**config.mk**
```make
export PLATFORM = sky130hd
export DESIGN_NAME = shift_rx
export DESIGN_NICKNAME = d
export VERILOG_FILES = /design/src/rtl/shift_rx_pkg.sv /design/src/rtl/shift_rx_hold.sv /design/src/rtl/shift_rx.sv
export SDC_FILE = /design/constraint.sdc
export NUM_CORES = 1
export LEC_CHECK = 0
export ABC_AREA = 1
export CAP_MARGIN = 25
export CORE_ASPECT_RATIO = 1.75
export CORE_MARGIN = 1
export CORE_UTILIZATION = 32
export DETAILED_ROUTE_END_ITERATION = 8
export HOLD_SLACK_MARGIN = 0.02
export PLACE_DENSITY = 0.55
export SLEW_MARGIN = 20
export SYNTH_ARGS = -nofsm -noshare
export SYNTH_HDL_FRONTEND = slang
export SYNTH_SLANG_ARGS = --single-unit
```
**constraint.sdc**
```tcl
create_clock -name ck -period 4 [get_ports ck]
set_clock_uncertainty 0.15 [all_clocks]
set_input_delay 0.8 -clock ck [delete_from_list [all_inputs] [get_ports ck]]
set_output_delay 0.8 -clock ck [all_outputs]
set_load 0.02 [all_outputs]
```
**src/rtl/shift_rx_pkg.sv**
```systemverilog
// rtl/shift_rx_pkg.sv - shared types and constants for the shift_rx serial receiver
//
// Purpose : receiver FSM state type and the default data width.
// Contents: rx_state_t (IDLE, SHIFT, PARITY), DEFAULT_WIDTH.

package shift_rx_pkg;

  typedef enum logic [1:0] {
    IDLE,
    SHIFT,
    PARITY
  } rx_state_t;

  localparam int DEFAULT_WIDTH = 8;

endpackage

```
**src/rtl/shift_rx_hold.sv**
```systemverilog
// rtl/shift_rx_hold.sv - one-entry valid/ready output buffer for shift_rx
//
// Purpose : holds the most recent completed word until the consumer takes it;
//           a completion that finds the buffer full (and not being drained in
//           the same cycle) is dropped and reported with a one-cycle ovf pulse.
// Ports   : ck, rst (async, active-high), clr (sync flush)
//           done_i, word_i  - completion strobe and assembled word
//           q_rdy_i         - consumer accept
//           q_o, q_vld_o    - buffered word and its valid flag
//           ovf_o           - registered drop pulse

module shift_rx_hold
  import shift_rx_pkg::*;
#(
  parameter int WIDTH = DEFAULT_WIDTH
) (
  input  logic             ck,
  input  logic             rst,
  input  logic             clr,
  input  logic             done_i,
  input  logic [WIDTH-1:0] word_i,
  input  logic             q_rdy_i,
  output logic [WIDTH-1:0] q_o,
  output logic             q_vld_o,
  output logic             ovf_o
);

  logic [WIDTH-1:0] q_q, q_d;
  logic             vld_q, vld_d;
  logic             ovf_q, ovf_d;

  always_comb begin
    q_d   = q_q;
    vld_d = vld_q;
    ovf_d = 1'b0;
    if (clr) begin
      vld_d = 1'b0;
    end else if (done_i) begin
      // An accept in the same cycle frees the slot for the new word.
      if (!vld_q || q_rdy_i) begin
        q_d   = word_i;
        vld_d = 1'b1;
      end else begin
        ovf_d = 1'b1;
      end
    end else if (vld_q && q_rdy_i) begin
      vld_d = 1'b0;
    end
  end

  always_ff @(posedge ck or posedge rst) begin
    if (rst) begin
      q_q   <= '0;
      vld_q <= 1'b0;
      ovf_q <= 1'b0;
    end else begin
      q_q   <= q_d;
      vld_q <= vld_d;
      ovf_q <= ovf_d;
    end
  end

  assign q_o     = q_q;
  assign q_vld_o = vld_q;
  assign ovf_o   = ovf_q;

endmodule

```
**src/rtl/shift_rx.sv**
```systemverilog
// rtl/shift_rx.sv - MSB-first serial-to-parallel receiver with optional even parity
//
// Purpose : collects WIDTH qualified bits (first bit = MSB) into a word and
//           hands it to a one-entry valid/ready buffer. Build option
//           PARITY_EN adds a trailing even-parity bit per frame and par_err.
// Ports   : ck, rst (async, active-high), clr (sync clear, highest priority)
//           sin, sin_vld, sin_sof - serial bit, qualifier, start of frame
//           q, q_vld, q_rdy       - word output handshake
//           ovf, frm_err, par_err - registered one-cycle error pulses

module shift_rx
  import shift_rx_pkg::*;
#(
  parameter int WIDTH = DEFAULT_WIDTH
) (
  input  logic             ck,
  input  logic             rst,
  input  logic             clr,
  input  logic             sin,
  input  logic             sin_vld,
  input  logic             sin_sof,
  output logic [WIDTH-1:0] q,
  output logic             q_vld,
  input  logic             q_rdy,
  output logic             ovf,
  output logic             frm_err,
  output logic             par_err
);

  localparam int             CW   = $clog2(WIDTH + 1);
  localparam logic [CW-1:0]  LAST = CW'(WIDTH - 1);

  rx_state_t        state_q, state_d;
  logic [WIDTH-1:0] sr_q, sr_d;
  logic [CW-1:0]    cnt_q, cnt_d;
  logic             frm_err_q, frm_err_d;
  logic [WIDTH-1:0] shifted;
  logic [WIDTH-1:0] word;
  logic             done;

`ifdef PARITY_EN
  logic par_q, par_d;
  logic par_bad;
  logic par_err_q;
`endif

  assign shifted = {sr_q[WIDTH-2:0], sin};

  always_comb begin
    state_d   = state_q;
    sr_d      = sr_q;
    cnt_d     = cnt_q;
    frm_err_d = 1'b0;
    done      = 1'b0;
    word      = sr_q;
`ifdef PARITY_EN
    par_d     = par_q;
    par_bad   = 1'b0;
`endif
    if (clr) begin
      state_d = IDLE;
      cnt_d   = '0;
    end else if (sin_vld) begin
      if (sin_sof) begin
        // A start bit always begins a fresh frame; mid-frame it also flags.
        frm_err_d = (state_q != IDLE);
        sr_d      = shifted;
        cnt_d     = CW'(1);
        state_d   = SHIFT;
`ifdef PARITY_EN
        par_d     = sin;
`endif
      end else begin
        case (state_q)
          SHIFT: begin
            sr_d  = shifted;
            cnt_d = cnt_q + CW'(1);
`ifdef PARITY_EN
            par_d = par_q ^ sin;
            if (cnt_q == LAST) state_d = PARITY;
`else
            if (cnt_q == LAST) begin
              state_d = IDLE;
              done    = 1'b1;
              word    = shifted;
            end
`endif
          end
`ifdef PARITY_EN
          PARITY: begin
            state_d = IDLE;
            done    = 1'b1;
            word    = sr_q;
            par_bad = par_q ^ sin;
          end
`endif
          default: ;
        endcase
      end
    end
  end

  always_ff @(posedge ck or posedge rst) begin
    if (rst) begin
      state_q   <= IDLE;
      sr_q      <= '0;
      cnt_q     <= '0;
      frm_err_q <= 1'b0;
    end else begin
      state_q   <= state_d;
      sr_q      <= sr_d;
      cnt_q     <= cnt_d;
      frm_err_q <= frm_err_d;
    end
  end

`ifdef PARITY_EN
  // Parity is only reported for a word the buffer actually takes.
  always_ff @(posedge ck or posedge rst) begin
    if (rst) begin
      par_q     <= 1'b0;
      par_err_q <= 1'b0;
    end else begin
      par_q     <= par_d;
      par_err_q <= done && (!q_vld || q_rdy) && par_bad;
    end
  end
  assign par_err = par_err_q;
`else
  assign par_err = 1'b0;
`endif

  assign frm_err = frm_err_q;

  shift_rx_hold #(.WIDTH(WIDTH)) u_hold (
    .ck      (ck),
    .rst     (rst),
    .clr     (clr),
    .done_i  (done),
    .word_i  (word),
    .q_rdy_i (q_rdy),
    .q_o     (q),
    .q_vld_o (q_vld),
    .ovf_o   (ovf)
  );

endmodule
```
## Yosys cells after proc, flatten, opt, wreduce, memory -nomap -nowiden

Cells that the tools add are included.

| storage, ports and cells | value |
|---|---|
| bits in registers | 25 |
| latch bits | 0 |
| bits in writable memories | 0 |
| memory bits (read-only) | 0 |
| input bits | 7 |
| output and inout bits | 12 |
| memories kept | 0 |

| cells by class | value |
|---|---|
| add/subtract/negate cells | 1 |
| $mul | 0 |
| div/mod/pow operators | 0 |
| order comparisons | 0 |
| equality and inequality tests | 3 |
| shifts and indexed selects | 0 |
| muxes and demuxes | 30 |
| bitwise operators | 1 |
| reductions and logical operators | 14 |

Operators with widths:

| operator | count |
|---|---|
| $mux W8 | 6 |
| $mux W4 | 4 |
| $mux W1 | 15 |
| $mux W2 | 5 |
| $reduce_and A3 Y1 | 3 |
| $reduce_bool A3 Y1 | 3 |
| $reduce_bool A2 Y1 | 3 |
| $add A4 B1 Y4 const B | 1 |
| $eq A4 B3 Y1 const B | 1 |
| $reduce_and A2 Y1 | 2 |
| $ne A3 B2 Y1 const B | 1 |
| $eq A2 B1 Y1 const B | 1 |
| $logic_and A1 B1 Y1 | 1 |
| $logic_not A1 Y1 | 1 |
| $logic_or A1 B1 Y1 | 1 |
| $not A1 Y1 | 1 |

## Longest topological paths before layout

Gate-level depths: netlist of the first run.

| logic depth | value |
|---|---|
| depth after elaboration | 8 |
| depth in mapped cells | 8 |
| gate-level depth less buffers | 8 |

## By module

A second synthesis of the first run with hierarchy kept.

| second synthesis, totals | value |
|---|---|
| cells, all modules | 151 |
| area, all modules | 1,251.2 um^2 |

Modules (own cells, without submodules):

| module | times used | cells each | area an instance (um^2) |
|---|---|---|---|
| shift_rx | 1 | 108 | 843.3 |
| shift_rx_hold | 1 | 43 | 407.9 |

## Least setup slack after synthesis of the first run

No wires, ideal clock.

| path | value |
|---|---|
| kind | input to register |
| from | input clr |
| to | register sr_q[6] |
| library setup time | 0.117 ns |
| arrival time | 1.375 ns |
| data required time | 3.733 ns |
| setup slack | 2.358 ns |
| cell stages on the path | 5 |
| path buffers | 1 |
| cells stage by stage | inv_1 > nand2_2 > buf_6 > nand2_1 > nand2_1 |

| on the way | value |
|---|---|
| cells in the longest elaborated chain, start to end | 2 |

Ends and longest elaborated chain:

| item | RTL line | text |
|---|---|---|
| start, declared | shift_rx.sv:18 | `input logic clr,` |
| $not A1 Y1 (no line) | - |  |
| $reduce_and A3 Y1 (no line) | - |  |
| end signal, assigned | shift_rx.sv:111 | `sr_q <= sr_d;` |
| end, declared | shift_rx.sv:34 | `logic [WIDTH-1:0] sr_q, sr_d;` |

Every way passes these cells.
A chain may end at the register's enable or synchronous reset.

## Worst setup path in the final report of the first run

| path | value |
|---|---|
| from | input sin_sof |
| to | register u_hold.q_q[3] (netlist: u_hold.q_o[3]) |

| on the way | value |
|---|---|
| cells in the longest elaborated chain, start to end | 4 |

Ends and longest elaborated chain:

| item | RTL line | text |
|---|---|---|
| start, declared | shift_rx.sv:21 | `input logic sin_sof,` |
| $mux W1 | shift_rx.sv:64 | `if (sin_sof) begin` |
| $mux W1 | shift_rx.sv:63 | `end else if (sin_vld) begin` |
| $mux W1 | shift_rx.sv:60 | `if (clr) begin` |
| $reduce_and A3 Y1 (no line) | - |  |
| end signal, assigned | shift_rx_hold.sv:57 | `q_q <= q_d;` |
| end, declared | shift_rx_hold.sv:28 | `logic [WIDTH-1:0] q_q, q_d;` |

Several ways; a longest one is shown, not always the timed one.

==> results.yml, run 1 <==
outcome:
  outcome: "finished clean"
layout:
  syn2layout_area_growth_pct: 22.8
  seq_area_sq_um: 601
  multiInputGateArea_sq_um: 495
  fin_nets: 177
  drive_gt1_frac: 0.0714
  fillers: 345
  finish.utilization: 0.409
  diodes: 0
  fin_area_sq_um: 1470
synth:
  syn_avg_cell_area_sq_um: 7.98
  syn_inst: 150
  synth_area_leaders: "dfrtp_1 (50%), nand2_1 (19%), nand3_1 (5.0%), inv_1 (5.0%), nor2_1 (3.1%)"
  async_flop_share: 1.00
  yosysMostFrequentCell: "nand2_1"
  ys_ff_latch: 24
  ys_warn_count: 0
  synth-edff-count: 0
  ys.flop_type: "dfrtp_1"
  seq_area_frac_synth: 0.502
  synth_top_cell_area_share: 0.502
  postSynthNetCount: 158
  synth_area_sq_um: 1200
  synth_top_area_cell: "dfrtp_1"
  synth_common_cells: "nand2_1 (60), dfrtp_1 (24), inv_1 (16)"
  synth.distinct_cells: 21
setup_path:
  r2r-end: "u_hold.q_o[1]"
  crit_end: "u_hold.q_o[3]"
  reg2regPathDepth: 7
  cp-end-kind: "flip-flop"
  start_kind: "primary input"
  worst-path-max-fanout: 11
  criticalPathCategory: "primary input to flip-flop"
  reg2reg_slack_ns: 2.24
  crit_start: "sin_sof"
  rr_startpoint: "cnt_q[0]"
  arrival_ns: 2.47
  cp.required_ns: 4.01
detailed_routing:
  drt-total-wl_um: 2260
  viasPerCell: 4.50
  postRouteAntennaNets: 0
  vias: 964
  drc_errors: 0
  wire_per_inst_um: 10.6
  drt_iter0_drc: 26
  first_pass_iters: 4
sta:
  slew_headroom: 0.656
  period_needed_ns: 2.46
  post-route-period-util: 0.614
  hold_viol_final: 0
  tns_ns: 0
  fmax_mhz: 407
  slew_viol_final: 0
  worstMarginPinSlew_ns: 0.515
  finalSetupViolations: 0
  rsz0062_at_grt: "false"
clock_network:
  htree_levels: 1
  clkLatencyLatePin_ns: 0.26
  cts_resized: 0
  cts_sinks: 24
  cts_max_path_buffers: 2
  cts_buffers: 3
  ctsHoldBuffers: 0
  post-cts-setup-buffers: 0
  cts_tree: "done"
  root_buffer: "clkbuf_8"
  clk_pin_slew_ns: 0.08
global_route:
  track_usage: 0.136
  antenna_found_initial: 0
  grt_max_degree: 25
  grt_pass1_wl_um: 4000
  grt_pass1_vias: 916
  grt-ovfl-total: 0
power:
  power_uw: 520
  p_leak_uw: 0.000743
  power.density_nw_per_um2: 354
  peakVddDrop_mv: 0.201
placed_design:
  gp_congestion: 0.738
  io_buffer_count: 17
  dp_hpwl_um: 1740
  place_area_sq_um: 1390
job:
  maxCapViolCount: 0
die:
  num_rows: 29
  dieArea_sq_um: 4000
  coreArea_sq_um: 3590
  ioPinCount: 19
  die_h_um: 82.9
  start_util: 0.333
  die_w_um: 48.2
hold_path:
  hold_path_class: "flip-flop to flip-flop"
[stage by stage]
stage | hold WS, ns | setup slack, ns | instances
floorplan | 0.292 | 2.36 | 150
global placement | 0.308 | 1.32 | 209
detailed placement | 0.315 | 1.26 | 209
CTS | 0.336 | 1.56 | 213
global route | 0.362 | 1.38 | 214
finish | 0.333 | 1.54 | 214
[report_power, final]
part | switching [uW] | internal (uW) | leakage (uW)
Sequential | 22.0 | 265 | 0.000317
Clock | 77.1 | 87.8 | 0.0000288
Combinational | 40.2 | 28.0 | 0.000398
Total | 139 | 380 | 0.000743
[how the worst min path moves through the flow]
stage	startpoint	endpoint	depth (start not counted)
2_1_floorplan	sr_q[7]	sr_q[7]	2
3_3_place_gp	sr_q[7]	sr_q[7]	2
3_5_place_dp	sr_q[7]	sr_q[7]	2
4_1_cts	sr_q[7]	sr_q[7]	2
5_1_grt	u_hold.q_o[5]	u_hold.q_o[5]	2
6_report	u_hold.q_o[5]	u_hold.q_o[5]	2
[state kept, by name, summed over array words and instances (netlist names)]
| name | flops |
|---|---|
| u_hold.ovf_o | 1 |
| u_hold.q_o | 8 |
| state_q | 1 |
| cnt_q | 4 |
| sr_q | 8 |
| frm_err | 1 |
| u_hold.q_vld_o | 1 |
[layout make-up]
cell class                 count  area share
inverter                      17      0.0434
clock buffer                   4      0.0374
tap                           46      0.0391
multi-input combinational    105       0.337
timing repair buffer          18       0.134
sequential                    24       0.409
[logic make-up after synthesis]
family / count (synthesis) / share of synthesized area
AO/OA/AOI/OAI: 13 / 0.0564
adder cells (fa/ha/maj): 1 / 0.0104
buffers and inverters: 21 / 0.0846
flip-flops: 24 / 0.502
other: 1 / 0.00313
AND/OR/NAND/NOR: 90 / 0.344
[cell usage in the layout (no fill, tap or decap)]
master           count
a21oi_1              5
buf_16               1
clkbuf_8             4
clkdlybuf4s50_1     17
conb_1               1
dfrtp_1             24
ha_1                 1
inv_1               16
inv_2                1
nand2_1             60
nand2_2              1
nand3_1             12
nand3_4              1
nand4_1              1
nand4_4              1
nor2_1              10
nor2_2               2
nor2_8               1
nor3_1               1
o21ai_0              5
o21ai_1              1
o22ai_1              2
[metal layers]
layer | up-vias | track usage | share of wire | wire [um]
li1 | 503 | - | - | -
met4 | 0 | 0.0682 | 0.023 | 51
met1 | 444 | 0.160 | 0.41 | 915
met3 | 4 | 0.0196 | 0.018 | 41
met2 | 13 | 0.222 | 0.55 | 1250
met5 | - | 0 | 0 | 0
[critical path, cell delays in order]
cell and delay, ns:
clkdlybuf4s50_1 0.53, nor2_2 0.48, nand3_1 0.36, nand2_1 0.14, nand2_1 0.06, nand2_1 0.06
nand2_1 0.04
No activity file was read; power rests on OpenSTA's default activity.
==> run 2: changes to the inputs <==
==> constraint.sdc (replaced) <==
create_clock -name ck -period 2.5 [get_ports ck]
set_clock_uncertainty 0.15 [all_clocks]
set_input_delay 0.5 -clock ck [delete_from_list [all_inputs] [get_ports ck]]
set_output_delay 0.5 -clock ck [all_outputs]
set_load 0.02 [all_outputs]
==> run 2 against run 1 <==
Effect of this change:
- sequential cell count did not move
- critical path depth shrank 6
- final cell count grew 0.47%
- clock-buffer cell count is the same
- first-iteration DRC count decreased by 12%
- via count shrank 2.1%
- routed wire length grew 0.97%
- power is 59% higher
- sequential power rose by 60%
- utilization down 0.35 points
- sequential share of layout area rose by 0.35 points
==> results.yml, run 2 (synthesized netlist as in run 1, its figures left out) <==
sta:
  fmax_mhz: 529
  finalSetupViolations: 0
  setup_slack_ns: 0.610
  rsz0062_at_grt: "false"
  post-route-period-util: 0.756
  hold_viol_final: 0
  worstMarginPinSlew_ns: 0.529
  slew_viol_final: 0
  slew_headroom: 0.647
  period_needed_ns: 1.89
  tns_ns: 0
setup_path:
  start_kind: "flip-flop"
  reg2reg_slack_ns: 0.72
  r2r-end: "u_hold.q_o[2]"
  path_cells: "clkdlybuf4s50_1"
  path_buf_inv: 1
  cp-end-kind: "output port"
  arrival_ns: 1.24
  cpLargestDelayFamily: "buffers and inverters"
  cp.required_ns: 1.85
  crit_start: "u_hold.q_o[2]"
  crit_slowest_cell: "clkdlybuf4s50_1"
  crit_end: "q[2]"
  critical_path_depth: 1
  reg2regPathDepth: 7
  rr_startpoint: "cnt_q[0]"
  cpPeakStageDelay_ns: 0.61
  worst-path-max-fanout: 2
  criticalPathCategory: "flip-flop to output port"
detailed_routing:
  drc_errors: 0
  first_pass_iters: 4
  postRouteAntennaNets: 0
  wire_per_inst_um: 10.6
  drt_iter0_drc: 23
  met1_length_um: 888
  viasPerCell: 4.39
  topRoutingLayerUsed: "met4"
  wl_met2_um: 1290
  drt-total-wl_um: 2280
  vias: 944
  wl_met3_um: 34
layout:
  drive_gt1_frac: 0.0769
  diodes: 0
  fin_nets: 178
  final_cell_mix: "nand2_1 (60), dfrtp_1 (24), clkdlybuf4s50_1 (17)"
  syn2layout_area_growth_pct: 21.7
  final_common_cell: "nand2_1"
  fillers: 359
power:
  p_leak_uw: 0.000740
  power.density_nw_per_um2: 567
  peakVddDrop_mv: 0.329
die:
  die_h_um: 82.9
  start_util: 0.333
  die_w_um: 48.2
  num_rows: 29
  ioPinCount: 19
  dieArea_sq_um: 4000
  coreArea_sq_um: 3590
clock_network:
  cts_resized: 0
  ctsHoldBuffers: 0
  htree_levels: 1
  cts_max_path_buffers: 2
  cts_tree: "done"
  post-cts-setup-buffers: 0
  cts_sinks: 24
  clkLatencyLatePin_ns: 0.27
  clk_pin_slew_ns: 0.08
  cts_buffers: 3
  root_buffer: "clkbuf_8"
placed_design:
  gp_congestion: 0.807
  dp_hpwl_um: 1810
  place_ws_ns: 0.442
  io_buffer_count: 17
global_route:
  track_usage: 0.134
  antenna_found_initial: 0
  grt_pass1_vias: 951
  grt_max_degree: 25
  grt-ovfl-total: 0
  grt_pass1_wl_um: 3910
outcome:
  outcome: "finished clean"
hold_path:
  min_delay_path_depth: 2
  hold_path_class: "flip-flop to flip-flop"
job:
  maxCapViolCount: 0
run 2: worst min path at each step:
| stage | startpoint | end | slack, ns |
|---|---|---|---|
| floorplan | sr_q[7] | sr_q[7] | 0.29 |
| global placement | u_hold.q_o[4] | u_hold.q_o[4] | 0.31 |
| detailed placement | sr_q[7] | sr_q[7] | 0.31 |
| CTS | u_hold.q_o[5] | u_hold.q_o[5] | 0.34 |
| global route | sr_q[7] | sr_q[7] | 0.36 |
| finish | sr_q[7] | sr_q[7] | 0.33 |
run 2: power by group:
part | total, uW | switching (uW) | internal (uW)
combinational | 109 | 66.0 | 42.6
clock | 260 | 119 | 141
sequential | 458 | 34.5 | 423
run 2: per-layer routing:
metal / GRT usage / vias to the layer above
met3: 0.0196 / 5
li1: - / 504
met1: 0.149 / 424
met4: 0.0758 / 0
met2: 0.222 / 11
met5: 0 / -
run 2: metrics by stage:
step | hold WS [ns] | cell area (sq um) | cells | power (uW) | utilization
floorplan | 0.292 | 1200 | 150 | 537 | -
global placement | 0.311 | 1400 | 211 | 569 | 0.390
detailed placement | 0.310 | 1400 | 211 | 576 | 0.390
CTS | 0.338 | 1460 | 215 | 841 | 0.406
global route | 0.363 | 1460 | 215 | 875 | 0.406
finish | 0.330 | 1460 | 215 | 826 | 0.406
run 2: area by class of cell:
| class | instances | area (sq um) | area share |
|---|---|---|---|
| timing repair buffer | 19 | 185 | 0.127 |
| clock buffer | 4 | 55.1 | 0.0378 |
| multi-input combinational | 105 | 495 | 0.340 |
| sequential | 24 | 601 | 0.412 |
| inverter | 17 | 63.8 | 0.0438 |
| tap | 46 | 57.6 | 0.0395 |
==> run 3: changes to the inputs <==
--- a/config.mk
+++ b/config.mk
@@ -12,7 +12,7 @@
 export CORE_UTILIZATION = 32
 export DETAILED_ROUTE_END_ITERATION = 8
 export HOLD_SLACK_MARGIN = 0.02
-export PLACE_DENSITY = 0.55
+export PLACE_DENSITY = 0.57
 export SLEW_MARGIN = 20
 export SYNTH_ARGS = -nofsm -noshare
 export SYNTH_HDL_FRONTEND = slang
==> constraint.sdc (replaced) <==
create_clock -name ck -period 1.6 [get_ports ck]
set_clock_uncertainty 0.15 [all_clocks]
set_input_delay 0.32 -clock ck [delete_from_list [all_inputs] [get_ports ck]]
set_output_delay 0.32 -clock ck [all_outputs]
set_load 0.02 [all_outputs]
==> run 3 against run 2 <==
Effect of this change:
- clock-buffer cell count down 1
- final cell count up 4.7%
- register-to-register slack worse by 0.63 ns
- global-route usage up 0.82 points
- power up 74%
- routed wire length up 3.0%
- largest power group unchanged
==> results.yml, run 3 (synthesized netlist as in run 1, its figures left out) <==
outcome:
  outcome: "finished clean"
die:
  dieArea_sq_um: 4000
  die_h_um: 82.9
  start_util: 0.333
  ioPinCount: 19
  num_rows: 29
  coreArea_sq_um: 3590
  die_w_um: 48.2
clock_network:
  cts_tree: "done"
  ctsHoldBuffers: 0
  clk_pin_slew_ns: 0.09
  cts_sinks: 24
  cts_max_path_buffers: 2
  cts_buffers: 3
  htree_levels: 1
  clkLatencyLatePin_ns: 0.27
  root_buffer: "clkbuf_8"
detailed_routing:
  first_pass_iters: 4
  drc_errors: 0
  postRouteAntennaNets: 0
  vias: 999
  viasPerCell: 4.44
  wire_per_inst_um: 10.4
  drt_iter0_drc: 19
  drt-total-wl_um: 2350
setup_path:
  path_buf_inv: 3
  criticalPathCategory: "primary input to flip-flop"
  crit_slowest_cell: "clkdlybuf4s50_1"
  path_cells: "clkdlybuf4s50_1 -> inv_2 -> nor2_2 -> buf_12 -> nand3_4 -> nor2_8 -> nand2_1 -> nand2_1"
  cpLargestDelayFamily: "buffers and inverters"
  start_kind: "primary input"
  crit_top_cell: "nand2_1"
  cp-end-kind: "flip-flop"
  cpPeakStageDelay_ns: 0.50
  arrival_ns: 1.58
  worst-path-max-fanout: 10
  cp.required_ns: 1.67
global_route:
  grt_max_degree: 25
  antenna_found_initial: 0
  track_usage: 0.142
  grt_pass1_wl_um: 4150
  grt_pass1_vias: 961
  grt-ovfl-total: 0
sta:
  tns_ns: 0
  period_needed_ns: 1.52
  post-route-period-util: 0.948
  finalSetupViolations: 0
  timing.hold.ws_ns: 0.238
  fmax_mhz: 659
  slew_viol_final: 0
  hold_viol_final: 0
  rsz0062_at_grt: "true"
hold_path:
  hold_path_class: "primary input to async pin"
power:
  power_uw: 1430
  power.density_nw_per_um2: 910
  peakVddDrop_mv: 0.433
  p_leak_uw: 0.000859
layout:
  syn2layout_area_growth_pct: 31.6
  drive_gt1_frac: 0.145
  final_cell_mix: "nand2_1 (59), dfrtp_1 (24), inv_1 (16)"
  final_common_cell: "nand2_1"
  diodes: 0
  fin_nets: 188
  fin_area_sq_um: 1580
job:
  maxCapViolCount: 0
placed_design:
  dp_hpwl_um: 1730
  place_area_sq_um: 1490
  io_buffer_count: 17
  gp_congestion: 0.777
-- run 3: changes by cell type in the layout (fill, tap and decap cells not counted), moves of 2 or more --
cell / before / now
buf_4: 2 / 10
dlygate4sd2_1: 0 / 11
clkdlybuf4s50_1: 17 / 6
buf_12: 0 / 2
-- run 3: repair_timing --
item	in CTS	in global routing
pin swaps	0	3
gates cloned	0	0
setup endpoints to repair	11	14
hold endpoints to repair	0	0
buffers inserted	0	2
gates resized for setup	11	4
-- run 3: worst paths after layout --
check,from,end,slack [ns],cells after the start
max,sin_vld,u_hold.q_o[2],0.08,8
min,rst,u_hold.ovf_o,0.24,3
max reg2reg,cnt_q[0],u_hold.q_o[2],0.09,8
min reg2reg,u_hold.q_o[7],u_hold.q_o[7],0.33,2
max in group asynchronous,rst,sr_q[4],0.83,3
min in group ck,u_hold.q_o[7],u_hold.q_o[7],0.33,2
-- run 3: layer usage --
metal | part of all wire | track usage
met2 | 0.55 | 0.224
met3 | 0.018 | 0.0261
met4 | 0.028 | 0.0783
met1 | 0.41 | 0.169
met5 | 0 | 0
-- run 3: layout make-up --
class                           instances  area, sq um
Clock buffer                            3         41.3
Clock inverter                          1         30.0
Fill cell                             362         2020
Inverter                               17         63.8
Multi-Input combinational cell        105          510
Sequential cell                        24          601
Tap cell                               46         57.6
Timing Repair Buffer                   29          272
-- run 3: worst reg2reg max path: stages (launching register included) --
cell     delay, ns
dfrtp_1       0.38
ha_2          0.20
nand2_1       0.07
nor2_2        0.14
buf_12        0.14
nand3_4       0.09
nor2_8        0.18
nand2_1       0.07
nand2_1       0.05
-- run 3: power by group --
part	leakage, uW	switching, uW	total, uW	internal (uW)
logic	0.000507	107	188	80.3
clock network	0.0000357	200	535	335
registers	0.000317	50.1	712	662
total	0.000859	357	1430	1080
-- run 3: stage by stage --
stage | std cells | util | setup slack, ns
after floorplan | 150 | - | 0.167
after global placement | 219 | 0.414 | -0.221
after detailed placement | 219 | 0.414 | -0.251
after CTS | 223 | 0.430 | 0.0403
after global routing | 225 | 0.439 | -0.00485
final | 225 | 0.439 | 0.0835
